<file path="src/rtl/uart_pkg.sv">
// Shared constants for the UART program loader: RX FSM encoding,
// word packing geometry and the default bit period.
package uart_pkg;

    localparam int BYTES_PER_WORD       = 4;
    localparam int DEFAULT_CLKS_PER_BIT = 16;

    typedef logic [1:0] rx_state_t;

    localparam logic [1:0] RX_IDLE  = 2'd0;
    localparam logic [1:0] RX_START = 2'd1;
    localparam logic [1:0] RX_DATA  = 2'd2;
    localparam logic [1:0] RX_STOP  = 2'd3;

endpackage

</file>
<file path="src/rtl/uart_rx_byte.sv">
// 8N1 byte receiver: input synchroniser, mid-bit sampling FSM, one-cycle
// byte_valid strobe and one-cycle frame-error strobe.
module uart_rx_byte
    import uart_pkg::*;
#(
    parameter int CLKS_PER_BIT = DEFAULT_CLKS_PER_BIT
) (
    input  logic       clk,
    input  logic       rst,
    input  logic       rx_i,
    output logic       byte_valid_o,
    output logic [7:0] rx_byte_o,
    output logic       frame_err_o
);

    localparam int CNT_W = $clog2(CLKS_PER_BIT);
    localparam logic [CNT_W-1:0] HALF_M1 = CNT_W'(CLKS_PER_BIT / 2 - 1);
    localparam logic [CNT_W-1:0] FULL_M1 = CNT_W'(CLKS_PER_BIT - 1);

    logic [1:0]       sync_q;
    rx_state_t        state_q, state_d;
    logic [CNT_W-1:0] cnt_q, cnt_d;
    logic [2:0]       bit_q, bit_d;
    logic [7:0]       shift_q, shift_d;
    logic             recover_q, recover_d;
    logic             valid_q, valid_d;
    logic             ferr_q, ferr_d;
    logic             rx;

    assign rx           = sync_q[1];
    assign byte_valid_o = valid_q;
    assign rx_byte_o    = shift_q;
    assign frame_err_o  = ferr_q;

    // Two-flop synchroniser; resets to the idle-high line level.
    always_ff @(posedge clk or negedge rst) begin
        if (!rst) sync_q <= 2'b11;
        else      sync_q <= {sync_q[0], rx_i};
    end

    // RX FSM: half-bit wait to centre on the start bit, then whole-bit steps.
    always_comb begin
        state_d   = state_q;
        cnt_d     = cnt_q;
        bit_d     = bit_q;
        shift_d   = shift_q;
        recover_d = recover_q;
        valid_d   = 1'b0;
        ferr_d    = 1'b0;
        case (state_q)
            RX_IDLE: begin
                if (!rx) begin
                    state_d = RX_START;
                    cnt_d   = '0;
                end
            end
            RX_START: begin
                if (cnt_q == HALF_M1) begin
                    cnt_d   = '0;
                    bit_d   = 3'd0;
                    // A line that is high again mid start bit was a glitch.
                    state_d = rx ? RX_IDLE : RX_DATA;
                end else begin
                    cnt_d = cnt_q + CNT_W'(1);
                end
            end
            RX_DATA: begin
                if (cnt_q == FULL_M1) begin
                    cnt_d   = '0;
                    shift_d = {rx, shift_q[7:1]};
                    if (bit_q == 3'd7) state_d = RX_STOP;
                    else               bit_d   = bit_q + 3'd1;
                end else begin
                    cnt_d = cnt_q + CNT_W'(1);
                end
            end
            RX_STOP: begin
                if (recover_q) begin
                    // Bad stop bit: hold off until the line idles again.
                    if (rx) begin
                        recover_d = 1'b0;
                        state_d   = RX_IDLE;
                    end
                end else if (cnt_q == FULL_M1) begin
                    cnt_d = '0;
                    if (rx) begin
                        valid_d = 1'b1;
                        state_d = RX_IDLE;
                    end else begin
                        ferr_d    = 1'b1;
                        recover_d = 1'b1;
                    end
                end else begin
                    cnt_d = cnt_q + CNT_W'(1);
                end
            end
            default: state_d = RX_IDLE;
        endcase
    end

    // FSM and datapath registers.
    always_ff @(posedge clk or negedge rst) begin
        if (!rst) begin
            state_q   <= RX_IDLE;
            cnt_q     <= '0;
            bit_q     <= 3'd0;
            shift_q   <= 8'h00;
            recover_q <= 1'b0;
            valid_q   <= 1'b0;
            ferr_q    <= 1'b0;
        end else begin
            state_q   <= state_d;
            cnt_q     <= cnt_d;
            bit_q     <= bit_d;
            shift_q   <= shift_d;
            recover_q <= recover_d;
            valid_q   <= valid_d;
            ferr_q    <= ferr_d;
        end
    end

endmodule

</file>
<file path="src/rtl/uart_prog_loader.sv">
// Program loader: packs received UART bytes little-endian into 32-bit words,
// writes them to consecutive imem addresses, then releases the CPU.
module uart_prog_loader
    import uart_pkg::*;
#(
    parameter int CLKS_PER_BIT = DEFAULT_CLKS_PER_BIT,
    parameter int CELL_NUMBERS = 32,
    parameter int ADDR_W       = 8
) (
    input  logic              clk,
    input  logic              rst,
    input  logic              uart_rx,
    output logic              imem_we,
    output logic [ADDR_W-1:0] imem_addr,
    output logic [31:0]       imem_wdata,
    output logic              cpu_run,
    output logic              load_done,
    output logic              frame_err
);

    localparam int BC_W = $clog2(BYTES_PER_WORD);
    localparam logic [BC_W-1:0]   LAST_BYTE = BC_W'(BYTES_PER_WORD - 1);
    localparam logic [ADDR_W-1:0] LAST_ADDR = ADDR_W'(CELL_NUMBERS - 1);

    logic              byte_valid;
    logic [7:0]        rx_byte;
    logic              ferr_stb;

    logic [BC_W-1:0]   byte_cnt_q;
    logic [31:0]       word_q;
    logic [ADDR_W-1:0] word_idx_q;
    logic              imem_we_q;
    logic [ADDR_W-1:0] imem_addr_q;
    logic [31:0]       imem_wdata_q;
    logic              load_done_q;
    logic              cpu_run_q;
    logic              frame_err_q;
    logic              accept;

    uart_rx_byte #(
        .CLKS_PER_BIT(CLKS_PER_BIT)
    ) u_rx (
        .clk         (clk),
        .rst         (rst),
        .rx_i        (uart_rx),
        .byte_valid_o(byte_valid),
        .rx_byte_o   (rx_byte),
        .frame_err_o (ferr_stb)
    );

    // Bytes are dropped once the final write has been issued.
    assign accept = byte_valid && !cpu_run_q && !load_done_q;

    assign imem_we    = imem_we_q;
    assign imem_addr  = imem_addr_q;
    assign imem_wdata = imem_wdata_q;
    assign load_done  = load_done_q;
    assign cpu_run    = cpu_run_q;
    assign frame_err  = frame_err_q;

    // Byte packing and word write; the write strobe follows the last byte by one cycle.
    always_ff @(posedge clk or negedge rst) begin
        if (!rst) begin
            byte_cnt_q   <= '0;
            word_q       <= 32'h0;
            word_idx_q   <= '0;
            imem_we_q    <= 1'b0;
            imem_addr_q  <= '0;
            imem_wdata_q <= 32'h0;
            load_done_q  <= 1'b0;
        end else begin
            imem_we_q   <= 1'b0;
            load_done_q <= 1'b0;
            if (accept) begin
                byte_cnt_q                  <= byte_cnt_q + BC_W'(1);
                word_q[8*byte_cnt_q +: 8]   <= rx_byte;
                if (byte_cnt_q == LAST_BYTE) begin
                    imem_we_q    <= 1'b1;
                    imem_addr_q  <= word_idx_q;
                    imem_wdata_q <= {rx_byte, word_q[23:0]};
                    load_done_q  <= (word_idx_q == LAST_ADDR);
                    word_idx_q   <= word_idx_q + ADDR_W'(1);
                end
            end
        end
    end

    // Sticky status: CPU release after the last write, framing error on any bad stop bit.
    always_ff @(posedge clk or negedge rst) begin
        if (!rst) begin
            cpu_run_q   <= 1'b0;
            frame_err_q <= 1'b0;
        end else begin
            if (load_done_q) cpu_run_q   <= 1'b1;
            if (ferr_stb)    frame_err_q <= 1'b1;
        end
    end

endmodule

</file>
<file path="config.mk">
export PLATFORM = sky130hd
export DESIGN_NAME = uart_prog_loader
export DESIGN_NICKNAME = d
export VERILOG_FILES = /design/src/rtl/uart_pkg.sv /design/src/rtl/uart_rx_byte.sv /design/src/rtl/uart_prog_loader.sv
export SDC_FILE = /design/constraint.sdc
export NUM_CORES = 1
export LEC_CHECK = 0
export CAP_MARGIN = 10
export CORE_MARGIN = 2
export CORE_UTILIZATION = 61
export CTS_BUF_LIST = sky130_fd_sc_hd__clkbuf_4 sky130_fd_sc_hd__clkbuf_8 sky130_fd_sc_hd__clkbuf_16
export DETAILED_ROUTE_END_ITERATION = 7
export DONT_BUFFER_PORTS = 1
export PLACE_DENSITY_LB_ADDON = 0.2
export SLEW_MARGIN = 10
export SYNTH_ARGS = -nofsm -noshare
export SYNTH_HDL_FRONTEND = slang
export SYNTH_SLANG_ARGS = --single-unit
export TNS_END_PERCENT = 1
</file>
<file path="constraint.sdc">
create_clock -name clk -period 1.9 [get_ports clk]
set_clock_uncertainty 0.15 [all_clocks]
set_input_delay 0.285 -clock clk [delete_from_list [all_inputs] [get_ports clk]]
set_output_delay 0.285 -clock clk [all_outputs]
set_load 0.05 [all_outputs]
</file>
# ---- Word-level counts from Yosys, hierarchy flattened
# Index checks and enable logic that the tools add are counted.
dict set report totals {
  regBits 108
  out_inout_bits 44
  wordCells 82
  in_bits 3
}
dict set report op_classes {
  shifts 2
  reduce_logical 11
  mux 32
  n_eq_ne 15
  n_addsub 5
}
# operator count
set op_table {}
lappend op_table {{negator 5 -> 34 bit} 1}
lappend op_table {{variable shift 8 x 34 -> 32 bit, first input constant} 1}
lappend op_table {{variable part select 8 x 34 -> 32 bit} 1}
lappend op_table {{bitwise mux 32 bit} 1}
lappend op_table {{2-to-1 mux 2 bit} 8}
lappend op_table {{2-to-1 mux 4 bit} 4}
lappend op_table {{case mux 4 bit (4 select lines)} 1}
lappend op_table {{2-to-1 mux 1 bit} 13}
lappend op_table {{2-to-1 mux 3 bit} 3}
lappend op_table {{adder 8 x 1 -> 8 bit, second input constant} 1}
lappend op_table {{equality test 8 x 5 -> 1 bit, second input constant} 1}
lappend op_table {{case mux 2 bit (4 select lines)} 1}
lappend op_table {{equality test 2 bit, second input constant} 3}
lappend op_table {{!= test 2 x 1 -> 1 bit, second input constant} 3}
lappend op_table {{!= test 2 bit, second input constant} 3}
lappend op_table {{case mux 3 bit (2 select lines)} 1}
lappend op_table {{AND reduction 2 bit} 3}
lappend op_table {{AND reduction 5 bit} 1}
lappend op_table {{adder 4 x 1 -> 4 bit, second input constant} 1}
lappend op_table {{equality test 4 x 3 -> 1 bit, second input constant} 1}
lappend op_table {{equality test 4 bit, second input constant} 1}
lappend op_table {{AND reduction 4 bit} 1}
lappend op_table {{adder 3 x 1 -> 3 bit, second input constant} 1}
lappend op_table {{equality test 3 bit, second input constant} 1}
lappend op_table {{other kinds (7)} 9}

# ---- Logic depth before layout (Yosys ltp)
# Gate-level depths: netlist (run 1).
dict set report depth {
  depth_word 4
  ltp_mapped 6
  depth_no_buf 5
}

# ---- By module
# From an unflattened synthesis (run 1), not the netlist that was laid out.
dict set report unflattened {
  cells_unflattened 317
  area_unflattened_um2 4260.3
}
# mod seq_area_each_um2 instances cells_each area_per_inst_um2
set modules_own_cells {}
lappend modules_own_cells {uart_prog_loader 1951.9 1 227 3200.6}
lappend modules_own_cells {uart_rx_byte 553.0 1 90 1059.8}

# ---- Worst setup path before layout (run 1)
# OpenSTA, ideal clock, no wires.
dict set report synth_timing {
  path_type {reg2reg}
  start {reg load_done_q (netlist: load_done)}
  end {reg imem_addr_q[6] (netlist: imem_addr[6])}
  path_buffers 2
  t_required_ps 1625
  path_stages_with_launch 5
  arrival_ps 1589
  period_less_slack_ps 1863
  setup_slack_ps 37
  setup_time_ps 125
  path_cell_list {dfrtp_1 > and4bb_4 > buf_8 > buf_8 > mux2_2}
}
dict set report synth_via {
  elab_chain_len 3
}
# element line
set synth_lines {}
lappend synth_lines {{start, declared} uart_prog_loader.sv:35} ;# logic load_done_q;
lappend synth_lines {{start signal, assigned} uart_prog_loader.sv:81} ;# load_done_q <= (word_idx_q == LAST_ADDR);
lappend synth_lines {{zero test 1 bit} uart_prog_loader.sv:52} ;# assign accept = byte_valid && !cpu_run_q && !load_done_q;
lappend synth_lines {{logical AND 1 bit} uart_prog_loader.sv:52}
lappend synth_lines {{AND reduction 2 bit (no source line)} -}
lappend synth_lines {{end signal, assigned} uart_prog_loader.sv:79} ;# imem_addr_q <= word_idx_q;
lappend synth_lines {{end, declared} uart_prog_loader.sv:33} ;# logic [ADDR_W-1:0] imem_addr_q;
# No other way between the ends.
# A chain may end at the register's enable or synchronous reset.

# ---- Final worst setup path (run 1)
dict set report layout_timing {
  start {reg u_rx.bit_q[0]}
  end {reg u_rx.bit_q[0]}
}
dict set report layout_via {
  elab_chain_len 4
  word_cells_on_any_way 7
  cone_classes {add/sub: 1; eq/ne: 2; mux: 3; reduce/logical: 1}
}
# element line
set layout_lines {}
lappend layout_lines {{start, declared} uart_rx_byte.sv:23} ;# logic [2:0] bit_q, bit_d;
lappend layout_lines {{start signal, assigned} uart_rx_byte.sv:114} ;# bit_q <= bit_d;
lappend layout_lines {{adder 3 x 1 -> 3 bit} uart_rx_byte.sv:72} ;# else bit_d = bit_q + 3'd1;
lappend layout_lines {{2-to-1 mux 3 bit} uart_rx_byte.sv:71} ;# if (bit_q == 3'd7) state_d = RX_STOP;
lappend layout_lines {{2-to-1 mux 3 bit} uart_rx_byte.sv:68} ;# if (cnt_q == FULL_M1) begin
lappend layout_lines {{case mux 3 bit (2 select lines)} uart_rx_byte.sv:50} ;# case (state_q)
# Several ways; a longest one is shown, not always the timed one. The select of a mux whose other input is x is not followed.

==> results of run 1 <==
## cells in the final DEF (no fill, tap or decap), types with 4 or more instances in the layout
cell type  instances
buf_4             12
xnor2_1            8
a31oi_1            4
nor2_1             7
nand3_1            7
a22o_1            11
nand2_1           36
dfrtp_1           98
clkbuf_8           9
inv_1              4
ha_1               9
mux2_2            51
o21ai_0           18
## per-layer routing
layer  global-route usage  wire [µm]  up-vias
met5                    0          0        -
met4               0.0736        116        0
met3               0.0520        215       11
met2                0.323       3280       39
met1                0.268       3120     1148
li1                     -          -     1107
## metrics by stage
step / utilization / instance area, µm²
2_1_floorplan: - / 4120
3_3_place_gp: 0.657 / 4220
3_5_place_dp: 0.657 / 4220
4_1_cts: 0.689 / 4430
5_1_grt: 0.690 / 4430
6_report: 0.690 / 4430
## power by group through the flow
stage	Sequential [µW]	Clock (µW)	Combinational, µW
floorplan	2470	0	498
global placement	2520	0	595
detailed placement	2520	0	628
CTS	2480	1390	644
global route	2500	1480	718
finish	2480	1360	644
## state kept, by name, summed over array words and instances, names as in the netlist, 2 cells and up, named ones only
signal          flops
byte_cnt_q          2
imem_addr           8
imem_wdata         32
u_rx.bit_q          3
u_rx.cnt_q          4
u_rx.rx_byte_o      8
u_rx.sync_q         2
word_idx_q          8
word_q             24
## cells by family (layout without fill, tap and decap cells)
family                   count (synthesis)  in the layout  synth area share
XOR/XNOR                                10             10            0.0213
AO/OA/AOI/OAI                           43             43            0.0705
multiplexers                            52             52             0.142
AND/OR/NAND/NOR                         75             75             0.102
flip-flops                             100            100             0.609
buffers and inverters                   18             34            0.0286
adder cells (fa/ha/maj)                  9              9            0.0274
## worst paths after layout
check	cells after the start	end	slack, ps	start
max in group asynchronous	0	u_rx.sync_q[0]$_DFF_PN1_	1910	rst
max reg2reg	5	u_rx.bit_q[0]$_DFFE_PN0P_	120	u_rx.bit_q[0]$_DFFE_PN0P_
min	0	imem_wdata[23]$_DFFE_PN0P_	-540	rst
max	5	u_rx.bit_q[0]$_DFFE_PN0P_	120	u_rx.bit_q[0]$_DFFE_PN0P_
min in group clk	0	u_rx.sync_q[1]$_DFF_PN1_	210	u_rx.sync_q[0]$_DFF_PN1_
min reg2reg	0	u_rx.sync_q[1]$_DFF_PN1_	210	u_rx.sync_q[0]$_DFF_PN1_
## synthesized netlist by cell type, drive strengths merged (3+ instances only)
cell type,instances,area (µm²)
mux2,51,574
a31oi,4,25.0
nor2,8,32.5
clkbuf,3,11.3
o21ai,18,90.1
inv,4,15.0
dfrtp,98,2450
ha,9,113
buf,11,91.3
a22o,11,96.3
and3,3,18.8
nand3,7,35.0
nand2,36,135
nand4bb,3,33.8
xnor2,8,70.1
## worst reg2reg max path: stages, from the launching register on
cell	delay (ps)
dfrtp_1	400
ha_1	210
ha_1	210
nor4bb_1	240
o21ai_0	170
mux2_2	290
## cell type report
type / count / area (µm²) / area share
sequential: 100 / 2500 / 0.565
clock inverter: 5 / 60.1 / 0.0135
timing repair buffer: 14 / 120 / 0.0271
tap: 77 / 96.3 / 0.0217
clock buffer: 11 / 139 / 0.0313
multi-input combinational: 189 / 1500 / 0.338
inverter: 4 / 15.0 / 0.00339
## timing repair
item,in CTS,in global routing
setup endpoints to repair,0,11
gates resized for setup,0,2
hold endpoints to repair,101,100
==> out/results.ini, run 1 <==
[floorplanning]
die_area_um2=7420
num_rows=29
start_util=0.641
ioPinCount=47
core_um2=6420
die_x_um=86.1
die-height_um=86.1

[yosys]
synth_flop_cell=dfrtp_1
ys_ff_latch=100
yosys_warnings=0
async_flop_share=1.00
avgSynthCellArea_um2=13.4
ys_seq_area_frac=0.609
synth_edf_count=0
syn-cell-area_um2=4120
synth_nets=319
syn_inst=307
yosysUniqueCellTypes=46

[clocking]
cts_setup_buffers=0
clkTransAtPathRegs_ps=90
clkSinkCount=100
clock_path_buffers=2
cts_made_buffers=9
cts_tree=yes
clk_latency_ps=360
root_buffer=clkbuf_8
cts.htree.levels=3
ctsHoldBuffers=1

[worst_setup_path]
path_delay_family=adder cells
max_stage_delay_ps=400
slowest_stage=dfrtp_1
cp_common_cell=ha_1
crit_buf_inv=0
arrival_ps=1880
cp_cell_sequence=ha_1 -> ha_1 -> nor4bb_1 -> o21ai_0 -> mux2_2
end_kind=register
required_ps=2000
worstSetupPathType=register to register
worst-path-max-fanout=3
worstSetupStartpointType=register

[timing]
rsz0062_at_grt=false
hold_violations=100
drv_slew=0
setup_viol=0
hold_ws_ps=-543
worst_pin_slew_ps=497
fin_crit_sh=0.938
max_freq_ghz=0.561
period_minus_slack_ps=1780
fin_tns_setup_ps=0
relSlewSlack=0.669
setup_ws_ps=117

[power_and_ir_drop]
power.leakage_uw=0.00216
p_clk_frac=0.303
ir_worst_vdd_v=0.000753
p_sw_frac=0.275
p_switching_uw=1230
seqPwrFrac=0.553
powerDensity_nw_per_um2=1010
power_uw=4490
p_comb_frac=0.144
p_int_uw=3250

[drt]
dr.pass1.iters=4
drt-wirelength-per-cell_um=16.8
postRouteAntennaNets=0
drt_wl_total_mm=6.73
via_per_inst=5.76
drc=0
num_vias=2305
first_iter_violations=126

[final_layout]
stdcell_count=400
nNetsFinal=330
diodes=0
drive_gt1_frac=0.276
fill_cells=443
area_growth_pct=7.75

[grt]
grt_max_degree=101
grt_pass1_wl_mm=11.5
grt.total_usage=0.202
grt_antenna_before_repair=0
grt_pass1_vias=2372
grt_overflow=0

[placement]
gp_congestion=0.826
numPortBuffers=0
place_ws_ps=107
hpwl_mm=4.45
dp_cells=383

[run]
maxCapViolations=0

[outcome]
violations=hold timing
status=finished with violations

[hold_path]
hp-class=input port to async pin

Note: power is estimated with default switching activity, not from simulation.
==> run 2, diff against run 1 <==
--- a/config.mk
+++ b/config.mk
@@ -6,8 +6,10 @@
 export NUM_CORES = 1
 export LEC_CHECK = 0
 export CAP_MARGIN = 10
+export CELL_PAD_IN_SITES_DETAIL_PLACEMENT = 1
+export CELL_PAD_IN_SITES_GLOBAL_PLACEMENT = 1
 export CORE_MARGIN = 2
-export CORE_UTILIZATION = 61
+export CORE_UTILIZATION = 55
 export CTS_BUF_LIST = sky130_fd_sc_hd__clkbuf_4 sky130_fd_sc_hd__clkbuf_8 sky130_fd_sc_hd__clkbuf_16
 export DETAILED_ROUTE_END_ITERATION = 7
 export DONT_BUFFER_PORTS = 1
==> constraint.sdc (replaced) <==
create_clock -name clk -period 2.25 [get_ports clk]
set_clock_uncertainty 0.15 [all_clocks]
set_input_delay 0.3375 -clock clk [delete_from_list [all_inputs] [get_ports clk]]
set_output_delay 0.3375 -clock clk [all_outputs]
set_load 0.05 [all_outputs]
==> run 2 against run 1 <==
  * Count of clock-buffer cells in the layout decreased by 2
  * Largest power group unchanged
  * Cell area decreased by 0.65%
  * Worst setup slack improved by 52 ps
  * The run still ends with hold timing left
  * Die area increased by 10%
  * Cell count increased by 4.3%
==> out/results.ini, run 2 (synthesis gave the netlist of run 1 again) <==
[outcome]
status=finished with violations
violations=hold timing

[timing]
relSlewSlack=0.660
period_minus_slack_ps=2080
worst_pin_slew_ps=510
hold_ws_ps=-502
rsz0062_at_grt=false
hold_violations=100
drv_slew=0
fin_crit_sh=0.925
fin_tns_setup_ps=0
setup_viol=0
max_freq_ghz=0.481

[clocking]
clk_latency_ps=360
root_buffer=clkbuf_8
cts.htree.levels=3
cts_tree=yes
cts_made_buffers=9
clkSinkCount=100
ctsHoldBuffers=1
clkTransAtPathRegs_ps=110
clock_path_buffers=2

[run]
maxCapViolations=0

[grt]
grt_overflow=0
grt.total_usage=0.212
grt_max_degree=101
grt_use_met3=0.0384
busiest_layer=met2
grt_pass1_wl_mm=13.6
grt_use_met2=0.377
grt_pass1_vias=2528
grt_antenna_before_repair=0
grt_use_met1=0.260

[drt]
via_per_inst=5.74
drt_wl_total_mm=7.97
dr.pass1.iters=4
postRouteAntennaNets=0
first_iter_violations=84
num_vias=2393
drt-wirelength-per-cell_um=19.1
drc=0

[final_layout]
mostFrequentLayoutCells=dfrtp_1 (98), mux2_2 (51), nand2_1 (36)
largest_reg_flops=32
drive_gt1_frac=0.261
final_common_cell=dfrtp_1
post-route-util=0.607
diodes=0
nNetsFinal=325
area_growth_pct=7.05

[power_and_ir_drop]
power_uw=3680
ir_worst_vdd_v=0.000542
powerDensity_nw_per_um2=836
power.leakage_uw=0.00214

[worst_setup_path]
worst-path-max-fanout=8
end_kind=register
crit_buf_inv=1
worstSetupPathType=register to register
cp_cell_sequence=inv_1 -> ha_1 -> nor4b_4 -> a22o_1
arrival_ps=2220
path_delay_family=flip-flops
max_stage_delay_ps=570
slowest_stage=dfrtp_1
worstSetupStartpointType=register
required_ps=2390
r2r-start=byte_cnt_q[0]$_DFFE_PN0P_
startpoint=byte_cnt_q[0]$_DFFE_PN0P_

[hold_path]
hp-class=input port to async pin

[floorplanning]
num_rows=31
die_area_um2=8190
start_util=0.567
die-height_um=90.5
ioPinCount=47
core_um2=7250
die_x_um=90.5

[placement]
hpwl_mm=5.28
gp_congestion=0.773
numPortBuffers=0

==> run 2: worst paths after layout <==
kind                                              end  slack, ps  cells after the start
setup / recovery                word_q[7]$_DFFE_PN0P_        170                      4
hold / removal             imem_wdata[18]$_DFFE_PN0P_       -500                      0
setup reg to reg                word_q[7]$_DFFE_PN0P_        170                      4
hold reg to reg              u_rx.sync_q[1]$_DFF_PN1_        200                      0
max in group asynchronous    u_rx.sync_q[0]$_DFF_PN1_       2220                      0
min in group clk             u_rx.sync_q[1]$_DFF_PN1_        200                      0
==> run 2: timing repair <==
item,in CTS,in global routing
setup endpoints to repair,0,1
resized for setup,0,1
setup buffers,0,0
endpoints found under the hold margin,101,100
==> run 2: routing by layer <==
layer  vias up  share of wire
li1       1099              -
met1      1249           0.43
met2        36           0.53
met3         9          0.025
met4         0          0.015
met5         -              0
==> run 2: stage by stage <==
stage	instances	setup slack [ps]	area [µm²]
floorplan	307	387	4120
global placement	400	357	4210
detailed placement	400	142	4210
CTS	417	141	4400
global route	417	28.1	4410
finish	417	169	4410
==> run 2: cell type report <==
class | instances | area, µm²
Fill cell | 717 | 2850
Sequential cell | 100 | 2500
Multi-Input combinational cell | 189 | 1500
Clock buffer | 9 | 124
Tap cell | 99 | 124
Timing Repair Buffer | 9 | 82.6
Clock inverter | 7 | 56.3
Inverter | 4 | 15.0
==> run 2: worst register-to-register path, cell delays in order (launching register included) <==
cell and delay (ps):
dfrtp_1 570, inv_1 150, ha_1 400, nor4b_4 540, a22o_1 210
==> run 2: where the power goes <==
group / internal (µW) / leakage [µW] / switching (µW)
combinational: 249 / 0.000668 / 209
clock: 420 / 0.0000963 / 645
sequential: 1920 / 0.00137 / 241
total: 2590 / 0.00214 / 1090
==> run 3, diff against run 2 <==
--- a/config.mk
+++ b/config.mk
@@ -5,14 +5,15 @@
 export SDC_FILE = /design/constraint.sdc
 export NUM_CORES = 1
 export LEC_CHECK = 0
+export ABC_AREA = 1
+export BUFFER_PORTS_ARGS = -buffer_cell sky130_fd_sc_hd__buf_2
 export CAP_MARGIN = 10
 export CELL_PAD_IN_SITES_DETAIL_PLACEMENT = 1
 export CELL_PAD_IN_SITES_GLOBAL_PLACEMENT = 1
 export CORE_MARGIN = 2
-export CORE_UTILIZATION = 55
+export CORE_UTILIZATION = 47
 export CTS_BUF_LIST = sky130_fd_sc_hd__clkbuf_4 sky130_fd_sc_hd__clkbuf_8 sky130_fd_sc_hd__clkbuf_16
 export DETAILED_ROUTE_END_ITERATION = 7
-export DONT_BUFFER_PORTS = 1
 export PLACE_DENSITY_LB_ADDON = 0.2
 export SLEW_MARGIN = 10
 export SYNTH_ARGS = -nofsm -noshare
==> run 3 against run 2 <==
  * The run now ends clean
  * Sequential share of layout area is 4.3 points lower
  * Sequential power is 12% lower
  * Worst hold slack better by 720 ps
  * Clock power is 17% higher
  * Cell count is 50% higher
  * Largest cell class unchanged
==> out/results.ini, run 3 <==
[timing]
drv_slew=0
fin_tns_setup_ps=0
worst_pin_slew_ps=499
hold_ws_ps=218
setup_viol=0
fin_crit_sh=0.853
hold_violations=0
max_freq_ghz=0.521
period_minus_slack_ps=1920
rsz0062_at_grt=false
setup_ws_ps=330
relSlewSlack=0.666

[drt]
drc=0
postRouteAntennaNets=0
num_vias=3151
drt-wirelength-per-cell_um=14.7
first_iter_violations=111
dr.pass1.iters=4
via_per_inst=5.04
drt_wl_total_mm=9.21

[yosys]
synth_top_cell_area_share=0.587
synth_nets=475
avgSynthCellArea_um2=9.03
syn-cell-area_um2=4180
ys_ff_latch=100
yosysUniqueCellTypes=26
yosys.area.top_type=dfrtp_1
synth_edf_count=0
ys_seq_area_frac=0.599
async_flop_share=1.00
synth_area_leaders=dfrtp_1 (59%), nand2_1 (17%), o21ai_0 (5.5%)
synth_flop_cell=dfrtp_1
yosysMostFrequentCell=nand2_1
yosys_warnings=0
syn_inst=463
synth.top_cells.by_count=nand2_1 (184), dfrtp_1 (98), o21ai_0 (46)

[placement]
gp_congestion=0.739
hpwl_mm=6.84
numPortBuffers=46
place_ws_ps=247

[final_layout]
drive_gt1_frac=0.161
area_growth_pct=13.9
multi_input_comb_area_um2=1440
largest_reg_flops=32
final_common_cell=nand2_1
nNetsFinal=525
fill_cells=1073
diodes=0
ff_latch_area_um2=2500
mostFrequentLayoutCells=nand2_1 (184), dfrtp_1 (98), o21ai_0 (46)

[grt]
grt_pass1_wl_mm=16.3
grt_pass1_vias=3327
grt_max_degree=36
grt_overflow=0
grt_antenna_before_repair=0
grt.total_usage=0.211

[worst_setup_path]
end_kind=register
required_ps=2370
worst-path-max-fanout=8
worstSetupPathType=register to register
worstSetupStartpointType=register
arrival_ps=2040

[power_and_ir_drop]
p_sw_frac=0.252
ir_worst_vdd_v=0.000448
power.leakage_uw=0.00248
p_int_uw=2590
p_clk_frac=0.359
seqPwrFrac=0.550
p_switching_uw=875
power_uw=3470
p_comb_frac=0.091
powerDensity_nw_per_um2=728

[clocking]
cts_tree=yes
clkTransAtPathRegs_ps=90
clk_latency_ps=360
cts_made_buffers=9
cts_setup_buffers=0
clock_path_buffers=2
cts.htree.levels=3
root_buffer=clkbuf_8
clkSinkCount=100

[floorplanning]
die_x_um=98.3
ioPinCount=47
core_um2=8680
start_util=0.482
die_area_um2=9660
num_rows=34
die-height_um=98.3

[hold_path]
hp-class=register to register

[outcome]
status=complete, no violations

[run]
maxCapViolations=0

## run 3: kinds of logic (layout without fill, tap and decap cells)
logic type | Yosys count | in the layout | share of synthesized area
fa+ha+maj | 9 | 9 | 0.0269
simple gates | 235 | 235 | 0.230
xor+xnor | 7 | 7 | 0.0147
buf+inv | 52 | 106 | 0.0563
compound gates | 60 | 60 | 0.0730
flops | 100 | 100 | 0.599
## run 3: metal layers
| layer | global-route usage | wire length [µm] | vias to the layer above |
|---|---|---|---|
| met5 | 0 | 0 | - |
| met4 | 0.0569 | 91 | 0 |
| met3 | 0.0408 | 251 | 6 |
| met2 | 0.357 | 4550 | 39 |
| met1 | 0.279 | 4310 | 1552 |
| li1 | - | - | 1554 |
## run 3: metrics by stage
step / instance area (µm²) / util / std cells
after detailed placement: 4530 / 0.521 / 608
final: 4760 / 0.549 / 625
after floorplan: 4180 / - / 463
after global placement: 4530 / 0.521 / 608
after CTS: 4760 / 0.548 / 625
after global routing: 4760 / 0.549 / 625
## run 3: what timing repair did
item / 4_1_cts / 5_1_grt
hold buffers: 2 / 0
endpoints found under the hold margin: 33 / 0
gates resized for setup: 0 / 1
setup endpoints to repair: 0 / 1
## run 3: final timing paths
kind,cells after the start,start,slack [ps],end
worst min-delay path,0,u_rx.sync_q[0]$_DFF_PN1_,220,u_rx.sync_q[1]$_DFF_PN1_
max in group asynchronous,3,rst,970,u_rx.sync_q[0]$_DFF_PN1_
worst max register to register,6,byte_cnt_q[0]$_DFFE_PN0P_,330,word_q[19]$_DFFE_PN0P_
worst max-delay path,6,byte_cnt_q[0]$_DFFE_PN0P_,330,word_q[19]$_DFFE_PN0P_
min in group asynchronous,2,rst,320,imem_wdata[4]$_DFFE_PN0P_
worst min register to register,0,u_rx.sync_q[0]$_DFF_PN1_,220,u_rx.sync_q[1]$_DFF_PN1_
## run 3: worst max-delay path: stages, from the launching register on
cell and delay, ps:
dfrtp_1 460, inv_1 140, ha_1 320, inv_1 60, nor2_1 390, nand2_1 110
o21ai_0 200
## run 3: power by group through the flow
| stage | Clock, µW | Sequential (µW) | Combinational (µW) |
|---|---|---|---|
| 5_1_grt | 1350 | 1920 | 374 |
| 6_report | 1240 | 1910 | 314 |
| 4_1_cts | 1280 | 1910 | 324 |
| 3_5_place_dp | 0 | 1940 | 313 |
| 3_3_place_gp | 0 | 1940 | 295 |
| 2_1_floorplan | 0 | 1900 | 263 |
## run 3: area by class of cell
cell class	count	share of cell area
sequential	100	0.526
multi-input combinational	311	0.303
timing repair buffer	55	0.0694
clock buffer	11	0.0292
inverter	36	0.0284
tap	108	0.0284
clock inverter	4	0.0158
